===== src/rtl/sdp_fifo_ctrl.sv =====
// Circular-buffer FIFO controller feeding a simple dual-port RAM.
// Turns an incoming stream into RAM writes and issues read addresses in FIFO order.
module sdp_fifo_ctrl #(
    parameter int W_DATA = 16,
    parameter int W_ADDR = 10,
    parameter int DEPTH  = 1024,
    localparam int W_CNT = $clog2(DEPTH + 1)
) (
    input  logic                       clk,
    input  logic                       rst,
    // Handshakes: a transfer happens on a cycle where valid and ready are both high;
    // a producer holds valid and data stable until that transfer.
    input  logic                       din_valid,
    output logic                       din_ready,
    input  logic [W_DATA-1:0]          din_data,
    output logic                       wr_addr_data_valid,
    input  logic                       wr_addr_data_ready,
    output logic [W_DATA+W_ADDR-1:0]   wr_addr_data_data,
    output logic                       rd_addr_valid,
    input  logic                       rd_addr_ready,
    output logic [W_ADDR-1:0]          rd_addr_data,
    output logic [W_CNT-1:0]           count,
    output logic                       empty,
    output logic                       full
);

    localparam logic [W_ADDR-1:0] LAST_PTR = W_ADDR'(DEPTH - 1);
    localparam logic [W_CNT-1:0]  FULL_CNT = W_CNT'(DEPTH);

    logic [W_ADDR-1:0] wr_ptr;
    logic [W_ADDR-1:0] rd_ptr;
    logic [W_CNT-1:0]  count_q;
    logic              wr_fire;
    logic              rd_fire;

    // Wrap at DEPTH-1 so non-power-of-two depths never touch unused RAM rows.
    function automatic logic [W_ADDR-1:0] next_ptr(input logic [W_ADDR-1:0] p);
        return (p == LAST_PTR) ? '0 : p + 1'b1;
    endfunction

    // Flags come only from the registered count, so rd_addr_ready never reaches din_ready.
    assign full  = (count_q == FULL_CNT);
    assign empty = (count_q == '0);
    assign count = count_q;

    assign din_ready          = !rst && !full && wr_addr_data_ready;
    assign wr_addr_data_valid = !rst && din_valid && !full;
    assign wr_addr_data_data  = {din_data, wr_ptr};
    assign rd_addr_valid      = !rst && !empty;
    assign rd_addr_data       = rd_ptr;

    assign wr_fire = din_valid && din_ready;
    assign rd_fire = rd_addr_valid && rd_addr_ready;

    always_ff @(posedge clk) begin
        if (rst) begin
            wr_ptr  <= '0;
            rd_ptr  <= '0;
            count_q <= '0;
        end else begin
            if (wr_fire) wr_ptr <= next_ptr(wr_ptr);
            if (rd_fire) rd_ptr <= next_ptr(rd_ptr);
            case ({wr_fire, rd_fire})
                2'b10:   count_q <= count_q + 1'b1;
                2'b01:   count_q <= count_q - 1'b1;
                default: count_q <= count_q;
            endcase
        end
    end

endmodule


===== config.mk =====
export PLATFORM = sky130hd
export DESIGN_NAME = sdp_fifo_ctrl
export DESIGN_NICKNAME = d
export VERILOG_FILES = /design/src/rtl/sdp_fifo_ctrl.sv
export SDC_FILE = /design/constraint.sdc
export NUM_CORES = 1
export LEC_CHECK = 0
export BUFFER_PORTS_ARGS = -buffer_cell sky130_fd_sc_hd__buf_2
export CAP_MARGIN = 20
export CORE_MARGIN = 3
export CORE_UTILIZATION = 45
export DETAILED_ROUTE_END_ITERATION = 12
export PLACE_DENSITY = 0.79
export SYNTH_ARGS = -nofsm -noshare
export SYNTH_HDL_FRONTEND = slang
export SYNTH_SLANG_ARGS = --single-unit

===== constraint.sdc =====
create_clock -name clk -period 4.55 [get_ports clk]
set_clock_uncertainty 0.1 [all_clocks]
set_input_delay 0.91 -clock clk [delete_from_list [all_inputs] [get_ports clk]]
set_output_delay 0.91 -clock clk [all_outputs]
set_load 0.01 [all_outputs]

==> flow_summary.yaml, run 1 <==
cts:
  cts_tree: "built"
  post_cts_buffers: 0
  root_buffer: "clkbuf_8"
  clkLatencyLatePin_ns: 0.28
  cts_sinks: 31
  cts_buffer_depth: 2
  cts_hold_buf: 0
  path_clk_slew_ns: 0.07
  htreeDepth: 2
  cts_buffers: 5
  post_cts_resize_count: 0
timing:
  finalSetupViolCount: 0
  drv_slew: 0
  rsz0062_at_grt: "no"
  hold_violations: 0
  worst_slack_ns: 0.977
  tightest_slew_ns: 0.502
  period_share_pct: 78.5
  max_freq_ghz: 0.280
  relSlewSlack_pct: 66.6
  fin_crit_ns: 3.57
  fin_tns_setup_ns: 0
logic_synthesis:
  yosysSeqAreaShare_pct: 30.1
  synthArstFlopShare_pct: 0
  avgSynthCellArea_sq_um: 8.59
  synth_nets: 274
  synth_area_sq_um: 2060
  synthCells: 240
  synth.distinct_cells: 50
  yosys_warnings: 0
  ys_ff_latch: 31
  synth_edf_count: 0
  yosys_most_used_dff: "dfxtp_1"
finish:
  fillCellCount: 379
  final_util_pct: 54.3
  stdcell_area_sq_um: 2280
  drive_gt1_share_pct: 25.0
  syn_to_final_growth_pct: 10.6
  multi_input_area_sq_um: 1250
  final_nets: 297
  finalNonFillerCells: 314
  register_area_sq_um: 621
  num_antenna_cells: 0
floorplanning:
  fp.dieH_microns: 73.7
  core_sq_um: 4200
  dieArea_sq_um: 5430
  ios: 73
  die_w_microns: 73.7
  initial_core_util_pct: 49.1
  placementRows: 23
place:
  place_hpwl_microns: 3150
  gp_congestion: 0.877
  post-place-ws_ns: 0.721
  port_buffers: 40
  dp.cells: 306
  dpl_cell_area_sq_um: 2160
routing:
  drc: 0
  firstDrtPassIters: 4
  routed_wirelength_microns: 4290
  viasPerCell: 5.63
  routedWlPerCell_microns: 13.6
  vias: 1767
  initialDrtViolationCount: 112
  ant_nets: 0
global_route:
  grt_usage_pct: 16.9
  grt_start_max_net_pins: 35
  antenna_found_initial: 0
  overflow: 0
  grt_pass1_wl_microns: 7260
  grt_pass1_vias: 1674
setup_path:
  slowest_stage: "or4b_1"
  critPathCaptureType: "register"
  critical_path_class: "register to register"
  crit_path_start_kind: "register"
  cp.required_ns: 4.68
  slowest_delay_ns: 0.49
  cp.arrival_ns: 3.70
  critPathMaxFanout: 13
  crit_chain: "nor4_4, nand4b_2, nand2_1, nor2_1, ha_1, ha_1, nor2b_4, o2111ai_1, a21oi_1, or4b_1, a311oi_1, a41o_1"
  cp.buffers_inverters: 0
  crit_path_frequent_cell: "ha_1"
  critPathTopFamily: "simple AND/OR/NAND/NOR gates"
pwr:
  ir_drop_mv: 0.138
  powerDensity_nw_per_um2: 317
  leakagePower_nw: 1.03
worst_hold_path:
  min_path_type: "register to register"
status:
  status: "completed"
job:
  drv_cap: 0
[worst register-to-register path: cells and delay by family (launching register included)]
family	cells	cell delay (ns)
adders and majority gates	2	0.77
AOI/OAI and AO/OA	4	0.68
and+or+nand+nor	6	1.63
DFF	1	0.35
[registers in the layout (all words and copies together) (netlist names)]
| register | count |
|---|---|
| rd_addr_data | 10 |
| wr_ptr | 10 |
| count | 11 |
[per-stage QoR]
| stage | hold slack [ns] | total power (W) |
|---|---|---|
| after detailed placement | 0.399 | 0.000448 |
| after CTS | 0.411 | 0.000732 |
| after global placement | 0.387 | 0.000445 |
| final | 0.414 | 0.000724 |
| after global routing | 0.442 | 0.000763 |
| after floorplan | 0.410 | 0.000422 |
[worst paths after layout]
check	cells past startpoint	slack, ns	startpoint	to
max reg2reg	12	0.98	count[6]	count[10]
min reg2reg	2	0.41	rd_addr_data[9]	rd_addr_data[9]
min	2	0.41	rd_addr_data[9]	rd_addr_data[9]
max	12	0.98	count[6]	count[10]
[area by class of cell]
type,count,share of cell area [%]
timing repair buffer,41,9.11
clock inverter,2,1.54
sequential,31,27.2
tap,50,2.74
clock buffer,6,3.62
multi-input combinational,177,54.6
inverter,7,1.15
[metal layers]
layer,GRT usage (%),routed length (microns)
met1,21.3,2000
met2,27.4,1970
met3,5.06,247
met4,5.43,61
met5,0,0
[layout by cell type (no fill, tap or decap), drive strengths merged, types with 3 or more instances in the layout]
master | synthesis | routed
ha | 12 | 12
nor2 | 29 | 29
nor2b | 3 | 3
a21oi | 22 | 22
and3 | 6 | 6
nand4 | 4 | 4
a21o | 6 | 6
xor2 | 13 | 13
o21a | 3 | 3
nand3 | 7 | 7
nand2 | 16 | 16
o21ai | 11 | 11
clkbuf | 7 | 6
xnor2 | 4 | 4
inv | 6 | 6
nand4b | 6 | 6
nor4 | 3 | 3
buf | 18 | 41
o22ai | 4 | 4
and2 | 3 | 3
dfxtp | 31 | 31
a211oi | 3 | 3
[power breakdown]
| group | switching, W | internal, W | leakage (nW) |
|---|---|---|---|
| sequential | 0.0000144 | 0.000280 | 0.250 |
| combinational | 0.0000887 | 0.0000584 | 0.716 |
| clock | 0.000105 | 0.000177 | 0.0612 |
| total | 0.000208 | 0.000516 | 1.03 |
[cells by family after synthesis]
| group | after synthesis | share of synthesized area, % |
|---|---|---|
| fa+ha+maj | 13 | 8.25 |
| simple gates | 89 | 25.7 |
| xor+xnor | 17 | 7.22 |
| mux | 2 | 0.971 |
| buf+inv | 32 | 9.47 |
| flops | 31 | 30.1 |
| compound gates | 56 | 18.3 |
[cells in the mapped netlist, types with 6 or more instances]
cell type / n / share of area (%)
a21oi_1: 20 / 4.9
and3_1: 6 / 1.8
buf_4: 16 / 5.8
clkbuf_1: 7 / 1.3
dfxtp_1: 31 / 30
ha_1: 12 / 7.3
inv_1: 6 / 1.1
nand2_1: 15 / 2.7
nand3_1: 7 / 1.7
nor2_1: 26 / 4.7
o21ai_0: 9 / 2.2
xor2_1: 13 / 5.5
No activity file was read; power rests on OpenSTA's default activity.
==> run 2, diff against run 1 <==
ABC_AREA = 1   (was unset)
PLACE_DENSITY = 0.77   (was 0.79)
clock period = 3.72 ns   (was 4.55 ns; I/O delays follow)
==> flow_summary.yaml, run 2 <==
timing:
  drv_slew: 0
  whs_ns: 0.408
  finalSetupViolCount: 0
  fin_tns_setup_ns: 0
  max_freq_ghz: 0.332
  rsz0062_at_grt: "no"
  tightest_slew_ns: 0.449
  hold_violations: 0
  relSlewSlack_pct: 70.1
  fin_crit_ns: 3.01
  period_share_pct: 80.9
logic_synthesis:
  synthCells: 389
  synth.distinct_cells: 30
  yosysTopAreaCell: "dfxtp_1"
  yosys_most_used_dff: "dfxtp_1"
  synth_edf_count: 0
  ys_top_cells_by_area: "dfxtp_1 26%, nand2_1 17%, inv_1 9.0%, nor2_1 8.4%, ha_1 6.2%"
  yosysSeqAreaShare_pct: 25.6
  synth_area_sq_um: 2430
  yosysMostFrequentCell: "nand2_1"
  synth_nets: 423
  synthArstFlopShare_pct: 0
  synth_common_cells: "109 x nand2_1, 58 x inv_1, 54 x nor2_1"
  synth_top_area_share_pct: 25.6
  ys_ff_latch: 31
  avgSynthCellArea_sq_um: 6.24
  yosys_warnings: 0
place:
  gp_congestion: 0.893
  place_hpwl_microns: 4190
  port_buffers: 40
  dpl_cell_area_sq_um: 2550
finish:
  multi_input_area_sq_um: 1400
  register_area_sq_um: 621
  final_util_pct: 51.0
  most-common-layout-cells: "109 x nand2_1, 58 x inv_1, 54 x nor2_1"
  num_antenna_cells: 0
  fillCellCount: 524
  largest_reg_flops: 11
  drive_gt1_share_pct: 16.4
  syn_to_final_growth_pct: 8.66
  stdcell_area_sq_um: 2640
  layout_commonest_cell: "nand2_1"
  final_nets: 449
cts:
  post_cts_buffers: 0
  cts_tree: "built"
  cts_hold_buf: 0
  path_clk_slew_ns: 0.07
  root_buffer: "clkbuf_8"
  htreeDepth: 2
  clkLatencyLatePin_ns: 0.28
  post_cts_resize_count: 0
  cts_sinks: 31
  cts_buffers: 5
  cts_buffer_depth: 2
setup_path:
  crit_path_frequent_cell: "nand2_1"
  critPathMaxFanout: 14
  worstReg2RegStart: "count[6]"
  cp.buffers_inverters: 4
  cp.arrival_ns: 3.09
  critPathTopFamily: "adder cells"
  critPathCaptureType: "register"
  cp.required_ns: 3.80
  critical_path_class: "input pin to register"
  reg2reg_slack_ns: 0.78
  slowest_stage: "ha_1"
  crit_chain: "buf_2, inv_1, nand3_4, inv_2, ha_1, ha_1, a21oi_1, nor2_1, nor2_1, nand2_1, nand2_1, nand2_1, o21bai_1, inv_1"
  r2r_end: "count[7]"
  slowest_delay_ns: 0.46
  worst_r2r_path_depth: 16
  crit_path_start_kind: "input pin"
routing:
  routed_wirelength_microns: 5550
  drc: 0
  routedWlPerCell_microns: 11.4
  viasPerCell: 4.87
  ant_nets: 0
  initialDrtViolationCount: 165
  vias: 2363
  firstDrtPassIters: 4
floorplanning:
  initial_core_util_pct: 46.9
  ios: 73
  dieArea_sq_um: 6310
  die_w_microns: 79.4
  core_sq_um: 5170
  placementRows: 26
  fp.dieH_microns: 79.4
global_route:
  grt_usage_pct: 18.7
  grt_pass1_vias: 2164
  grt_start_max_net_pins: 16
  overflow: 0
  grt_pass1_wl_microns: 9590
  antenna_found_initial: 0
pwr:
  powerDensity_nw_per_um2: 364
  power.total_w: 0.000959
  ir_drop_mv: 0.151
  leakagePower_nw: 1.38
worst_hold_path:
  holdCritStartpoint: "rd_addr_data[3]"
  hold_depth: 2
  min_path_type: "register to register"
  holdPathEnd: "rd_addr_data[3]"
job:
  drv_cap: 0
status:
  status: "completed"
==> run 2: routing by layer <==
| layer | track usage [%] | wire, microns | share of wire (%) |
|---|---|---|---|
| met5 | 0 | 0 | 0 |
| met4 | 5.84 | 68 | 1.2 |
| met1 | 24.2 | 2580 | 46 |
| met2 | 30.9 | 2590 | 47 |
| met3 | 3.95 | 309 | 5.6 |
==> run 2: area by class of cell <==
class	instances	area share, %
well taps	70	3.32
clock buffers	6	3.13
repair buffers	42	8.16
inverters	61	8.69
multi-input cells	274	53.0
clock inverters	1	0.190
flip-flops and latches	31	23.5
==> run 2: worst max path at each step <==
stage | start | end | slack (ns) | cells past startpoint
2_1_floorplan | rst | count[7] | 0.87 | 14
3_3_place_gp | rst | count[8] | 0.52 | 15
3_5_place_dp | rst | count[7] | 0.41 | 14
4_1_cts | rst | count[7] | 0.71 | 14
5_1_grt | rst | count[7] | 0.46 | 14
6_report | rst | count[7] | 0.71 | 14
==> run 2: logic make-up after synthesis <==
family	synth area share (%)
compound gates	9.33
xor+xnor	4.33
fa+ha+maj	7.01
buf+inv	16.9
flops	25.6
simple gates	36.9
==> run 2: per-stage QoR <==
| stage | setup WS [ns] | instances |
|---|---|---|
| after floorplan | 0.870 | 389 |
| after global placement | 0.519 | 478 |
| after detailed placement | 0.411 | 478 |
| after CTS | 0.714 | 485 |
| after global routing | 0.462 | 485 |
| final | 0.710 | 485 |
==> run 2: worst min-delay path: stages, from the launching register on <==
cell	delay (ns)
dfxtp_1	0.34
nand2_1	0.07
a21oi_1	0.06
==> run 2: power breakdown <==
| group | switching, W | internal, W | leakage [nW] |
|---|---|---|---|
| Combinational | 0.000188 | 0.000109 | 1.08 |
| Sequential | 0.0000292 | 0.000355 | 0.252 |
| Clock | 0.000132 | 0.000145 | 0.0470 |
| Total | 0.000349 | 0.000610 | 1.38 |
